===== src/rtl/seg7_pkg.sv =====
// rtl/seg7_pkg.sv - segment patterns, code constants and FSM state type for the 7-segment receiver
package seg7_pkg;

  // Active-low segment patterns, bit0=A .. bit6=G
  localparam logic [6:0] SEG_0     = 7'b1000000;
  localparam logic [6:0] SEG_1     = 7'b1111001;
  localparam logic [6:0] SEG_2     = 7'b0100100;
  localparam logic [6:0] SEG_3     = 7'b0110000;
  localparam logic [6:0] SEG_4     = 7'b0011001;
  localparam logic [6:0] SEG_5     = 7'b0010010;
  localparam logic [6:0] SEG_6     = 7'b0000010;
  localparam logic [6:0] SEG_7     = 7'b1111000;
  localparam logic [6:0] SEG_8     = 7'b0000000;
  localparam logic [6:0] SEG_9     = 7'b0011000;
  localparam logic [6:0] SEG_BLANK = 7'b1111111;

  localparam logic [3:0] CODE_BLANK   = 4'hF;
  localparam logic [3:0] CODE_INVALID = 4'hE;

  typedef enum logic [1:0] {
    ST_IDLE   = 2'd0,
    ST_TRACK  = 2'd1,
    ST_LOCKED = 2'd2
  } state_t;

endpackage


===== src/rtl/seg7_pattern_decode.sv =====
// rtl/seg7_pattern_decode.sv - combinational segment pattern to 4-bit code lookup
module seg7_pattern_decode
  import seg7_pkg::*;
(
  input  logic [6:0] pattern,
  output logic [3:0] code
);

  // Unknown patterns map to the invalid code so the caller can flag them
  always_comb begin
    case (pattern)
      SEG_0:     code = 4'd0;
      SEG_1:     code = 4'd1;
      SEG_2:     code = 4'd2;
      SEG_3:     code = 4'd3;
      SEG_4:     code = 4'd4;
      SEG_5:     code = 4'd5;
      SEG_6:     code = 4'd6;
      SEG_7:     code = 4'd7;
      SEG_8:     code = 4'd8;
      SEG_9:     code = 4'd9;
      SEG_BLANK: code = CODE_BLANK;
      default:   code = CODE_INVALID;
    endcase
  end

endmodule


===== src/rtl/seg7_scan_decoder.sv =====
// rtl/seg7_scan_decoder.sv - recovers stable digit frames from a multiplexed 7-segment display
module seg7_scan_decoder
  import seg7_pkg::*;
#(
  parameter int NUM_DIGITS     = 4,
  parameter int STABLE_CYCLES  = 16,
  parameter int TIMEOUT_CYCLES = 2**20
) (
  input  logic                    clk,
  input  logic                    rst,
  input  logic [6:0]              seg,
  input  logic [NUM_DIGITS-1:0]   an,
  output logic [4*NUM_DIGITS-1:0] digits,
  output logic                    frame_valid,
  output logic                    digit_err,
  output logic                    ghost_err,
  output logic                    frame_timeout
);

  localparam int CW  = $clog2(STABLE_CYCLES + 1);
  localparam int TW  = $clog2(TIMEOUT_CYCLES);
  localparam int KW  = (NUM_DIGITS > 1) ? $clog2(NUM_DIGITS) : 1;
  localparam int NZW = $clog2(NUM_DIGITS + 1);

  logic [6:0]              seg_s1, seg_s2;
  logic [NUM_DIGITS-1:0]   an_s1, an_s2;
  logic [NZW-1:0]          nzero;
  logic [KW-1:0]           samp_k;
  logic                    samp_digit, samp_ghost;
  logic [3:0]              samp_code;
  state_t                  state;
  logic [CW-1:0]           cnt;
  logic [KW-1:0]           cur_k;
  logic [6:0]              cur_seg;
  logic                    same, restart, wr_en;
  logic [NUM_DIGITS-1:0]   mask, mask_next;
  logic [4*NUM_DIGITS-1:0] shadow, shadow_next;
  logic [TW-1:0]           tcnt;
  logic                    frame_done, tmo_hit;

  // Two-flop synchroniser; idle (all ones) out of reset
  always_ff @(posedge clk) begin
    if (rst) begin
      seg_s1 <= '1;
      seg_s2 <= '1;
      an_s1  <= '1;
      an_s2  <= '1;
    end else begin
      seg_s1 <= seg;
      seg_s2 <= seg_s1;
      an_s1  <= an;
      an_s2  <= an_s1;
    end
  end

  // Classify the anode sample: none low, exactly one low, or several low
  always_comb begin
    nzero  = '0;
    samp_k = '0;
    for (int i = 0; i < NUM_DIGITS; i++) begin
      if (!an_s2[i]) begin
        nzero  = nzero + NZW'(1);
        samp_k = KW'(i);
      end
    end
    samp_digit = (nzero == NZW'(1));
    samp_ghost = (nzero > NZW'(1));
  end

  seg7_pattern_decode u_decode (
    .pattern (seg_s2),
    .code    (samp_code)
  );

  // Tracking decisions, pending mask and shadow update for this cycle
  always_comb begin
    same       = samp_digit && (samp_k == cur_k) && (seg_s2 == cur_seg);
    restart    = (state == ST_IDLE) || !same;
    wr_en      = (state == ST_TRACK) && same && (cnt == CW'(STABLE_CYCLES - 1));
    shadow_next = shadow;
    if (wr_en) shadow_next[{cur_k, 2'b00} +: 4] = samp_code;
    for (int i = 0; i < NUM_DIGITS; i++) begin
      mask_next[i] = mask[i] | (wr_en && (cur_k == KW'(i)));
    end
    frame_done = &mask_next;
    tmo_hit    = (mask != '0) && (tcnt == TW'(TIMEOUT_CYCLES - 1));
  end

  // Per-digit stability FSM: any change of sample re-enters as if from idle
  always_ff @(posedge clk) begin
    if (rst) begin
      state     <= ST_IDLE;
      cnt       <= '0;
      cur_k     <= '0;
      cur_seg   <= '1;
      ghost_err <= 1'b0;
    end else begin
      ghost_err <= 1'b0;
      if (restart) begin
        if (samp_digit) begin
          state   <= ST_TRACK;
          cnt     <= CW'(1);
          cur_k   <= samp_k;
          cur_seg <= seg_s2;
        end else begin
          state     <= ST_IDLE;
          cnt       <= '0;
          ghost_err <= samp_ghost;
        end
      end else if (state == ST_TRACK) begin
        if (cnt != CW'(STABLE_CYCLES)) cnt <= cnt + CW'(1);
        if (wr_en) state <= ST_LOCKED;
      end
    end
  end

  // Frame assembly: completion beats timeout, timeout discards the partial frame
  always_ff @(posedge clk) begin
    if (rst) begin
      mask          <= '0;
      tcnt          <= '0;
      shadow        <= {NUM_DIGITS{CODE_BLANK}};
      digits        <= {NUM_DIGITS{CODE_BLANK}};
      frame_valid   <= 1'b0;
      digit_err     <= 1'b0;
      frame_timeout <= 1'b0;
    end else begin
      digit_err     <= wr_en && (samp_code == CODE_INVALID);
      frame_valid   <= 1'b0;
      frame_timeout <= 1'b0;
      shadow        <= shadow_next;
      if (frame_done) begin
        digits      <= shadow_next;
        frame_valid <= 1'b1;
        mask        <= '0;
        tcnt        <= '0;
      end else if (tmo_hit) begin
        frame_timeout <= 1'b1;
        mask          <= '0;
        tcnt          <= '0;
      end else begin
        mask <= mask_next;
        tcnt <= (mask != '0) ? tcnt + TW'(1) : '0;
      end
    end
  end

endmodule


===== config.mk =====
export PLATFORM = sky130hd
export DESIGN_NAME = seg7_scan_decoder
export DESIGN_NICKNAME = d
export VERILOG_FILES = /design/src/rtl/seg7_pkg.sv /design/src/rtl/seg7_pattern_decode.sv /design/src/rtl/seg7_scan_decoder.sv
export SDC_FILE = /design/constraint.sdc
export NUM_CORES = 1
export LEC_CHECK = 0
export CAP_MARGIN = 20
export CORE_UTILIZATION = 43
export CTS_CLUSTER_DIAMETER = 80
export CTS_CLUSTER_SIZE = 20
export DETAILED_ROUTE_END_ITERATION = 7
export DONT_BUFFER_PORTS = 1
export PLACE_DENSITY = 0.7
export SYNTH_ARGS = -nofsm -noshare
export SYNTH_HDL_FRONTEND = slang
export SYNTH_SLANG_ARGS = --single-unit

===== constraint.sdc =====
create_clock -name clk -period 3.36 [get_ports clk]
set_input_delay 0.672 -clock clk [delete_from_list [all_inputs] [get_ports clk]]
set_output_delay 0.672 -clock clk [all_outputs]
set_load 0.005 [all_outputs]

==> results.ini, run 1 <==
[outcome]
outcome = completed

[pwr]
power_per_cell_area_nw_per_um2 = 435.0
power.total_uw = 2270
ir_worst_vdd_v = 0.0003474
leakage_uw = 0.001983

[clock_tree]
cts_max_level = 3
clockRootBuffer = clkbuf_8
cts_buffers = 9
clockBufferDepth = 2
cts_tree = done
cts.sinks = 98
insertion_delay_ns = 0.37
cts.clk_slew.worst_paths_ns = 0.09
ctsHoldBuffers = 0

[logic_synthesis]
synthFlopType = dfxtp_1
async_flop_share_pct = 0
synthTopCellsByArea = dfxtp_1 (42%), or2_2 (4.4%), nor2_1 (4.1%)
syn_area_per_cell_sq_um = 9.089
synth_cell_type_count = 56
synth-seq-cells = 98
synth_area_sq_um = 4708
seq_area_frac_synth_pct = 41.67
synth_commonest_cells = dfxtp_1 (98), nor2_1 (51), nand2_1 (37)
synth_edf_count = 0
synth.largest_area_cell = dfxtp_1
synth_most_common_cell = dfxtp_1
synth_top_cell_area_share_pct = 41.67
synth_warnings = 0
synth_fp_nets = 544
syn_inst = 518

[routing]
drtIter0Drc = 211
top_layer_used = met4
wl_met1_mm = 4.407
vias = 3738
wl_per_cell_um = 15.28
drtPass1Iterations = 6
route.detailed.drc = 0
dr_wl_met3_um = 391
routed_wl_mm = 10.09
ant_nets = 0
viasPerCell = 5.664
wl_met2_mm = 5.030

[global_routing]
overflow = 0
grt_pass1_vias = 3538
grt_max_degree = 55
grt_use_total_pct = 18.66
antenna_found_initial = 0
grt_pass1_wl_mm = 16.79

[setup_path]
crit_required_ns = 3.63
crit_arrival_ns = 3.54
path_max_fanout = 11
cp-end-kind = register
path_class = register to register
startpoint_type = register

[timing]
relSlewSlack_pct = 43.37
slew_violations = 0
setup_viol = 0
worst_pin_slew_ns = 0.8417
period_share_pct = 97.55
fmax_mhz = 305.1
clock_skew_ns = 0.01407
fin_ws_ns = 0.08235
period_minus_slack_ns = 3.278
hold_viol = 0

[final_layout]
drive_gt1_share_pct = 18.51
nets = 546
finalInstanceArea_sq_um = 5218
n_antenna_cell = 0
area_delta_synth_final_pct = 10.82
final_core_util_pct = 49.87

[run]
maxCapViolCount = 0

[floorplanning]
rows = 37
die_w_um = 106.6
die_area_sq_um = 11370
initial_utilization_pct = 45.00
io_pins = 33
die_h_um = 106.6
coreArea_sq_um = 10460

[place]
pre_cts_slack_ns = 0.01136
port-buffer-count = 0
dpl_cell_area_sq_um = 4833
dp_hpwl_mm = 6.938
gp_congestion = 0.8495

[min_path]
min_path_type = input pin to register

[kinds of logic (layout without fill, tap and decap cells)]
family | Yosys count | count (layout) | synth area share, %
AND/OR/NAND/NOR | 233 | 233 | 27.29
flip-flops | 98 | 98 | 41.67
AO/OA/AOI/OAI | 70 | 71 | 12.04
buffers and inverters | 50 | 55 | 4.730
XOR/XNOR | 33 | 33 | 6.139
multiplexers | 21 | 21 | 4.677
adder cells (fa/ha/maj) | 13 | 13 | 3.455
[cell type report]
cell class,instances,area [sq um]
clock buffers,11,151.4
well taps,136,170.2
clock inverters,4,73.82
repair buffers,25,203.9
flip-flops and latches,98,1964
fillers,982,5245
inverters,15,56.30
multi-input cells,371,2597
[worst paths after layout]
check	cells past startpoint	slack [ns]	start	endpoint
min reg2reg	1	0.41	an_s1[2]$_SDFF_PP1_	an_s2[2]$_SDFF_PP1_
max	12	0.08	an_s2[0]$_SDFF_PP1_	digits[11]$_SDFFE_PP1P_
max reg2reg	12	0.08	an_s2[0]$_SDFF_PP1_	digits[11]$_SDFFE_PP1P_
min	1	0.38	rst	cur_k[0]$_SDFFE_PP0P_
[per-stage QoR]
stage,setup TNS [ns],hold WS [ns],std cells
global route,-0.2843,0.3560,660
CTS,0,0.3499,647
finish,0,0.3804,660
detailed placement,0,0.3923,632
floorplan,0,0.3895,518
global placement,0,0.3931,632
[metal layers]
layer / GRT usage (%) / vias up
li1: - / 1831
met1: 21.91 / 1814
met2: 31.66 / 72
met3: 4.802 / 21
met4: 8.806 / 0
met5: 0 / -
[power breakdown]
group          total [uW]  internal (uW)  switching, uW
Combinational         213           81.1            132
Clock                 852            457            395
Sequential           1200           1180           23.6
[worst max-delay path, cell delays in order (launching register included)]
cell     delay [ns]
dfxtp_2        0.35
inv_1          0.08
ha_4           0.27
xnor2_1        0.13
ha_1           0.21
xor2_1         0.18
o31a_2         0.46
nor4_4         0.29
a31oi_1        0.13
buf_4          0.22
nor4_4         0.33
buf_4          0.21
mux2_2         0.33
[sequential cells by signal, indices dropped and copies added (netlist names), 2 cells and up]
signal / flops
an_s1: 4
an_s2: 4
cnt: 5
cur_k: 2
cur_seg: 7
digits: 16
mask: 4
seg_s1: 7
seg_s2: 7
shadow: 16
state: 2
tcnt: 20
[cells in the final DEF, fill, tap and decap left out, types with 3 or more instances in the layout]
cell	n
a21o_1	3
a21oi_1	10
a311o_1	8
a31oi_1	15
and3_1	5
buf_4	23
clkbuf_8	11
dfxtp_1	96
ha_1	12
inv_1	15
mux2_2	7
mux2i_1	13
nand2_1	37
nand2b_1	5
nand3_1	33
nand3b_1	5
nand4_1	9
nor2_1	51
nor2b_1	4
nor3_1	9
nor3b_1	6
nor4_1	5
nor4_4	5
o31a_1	10
o41a_1	8
or2_2	33
or3_1	6
or3b_2	4
or4_1	6
xnor2_1	21
xor2_1	12
[timing repair]
action,CTS,global route
setup endpoints to repair,0,12
hold endpoints to repair,0,0
resized for setup,0,11
setup buffers,0,11
No activity file was read; power rests on OpenSTA's default activity.
==> run 2: changes to the inputs <==
--- a/config.mk
+++ b/config.mk
@@ -11,6 +11,7 @@
 export CTS_CLUSTER_SIZE = 20
 export DETAILED_ROUTE_END_ITERATION = 7
 export DONT_BUFFER_PORTS = 1
+export HOLD_SLACK_MARGIN = 0.15
 export PLACE_DENSITY = 0.7
 export SYNTH_ARGS = -nofsm -noshare
 export SYNTH_HDL_FRONTEND = slang
==> results of run 2 <==
The final DEF is identical to that of run 1; final timing and power are the same.
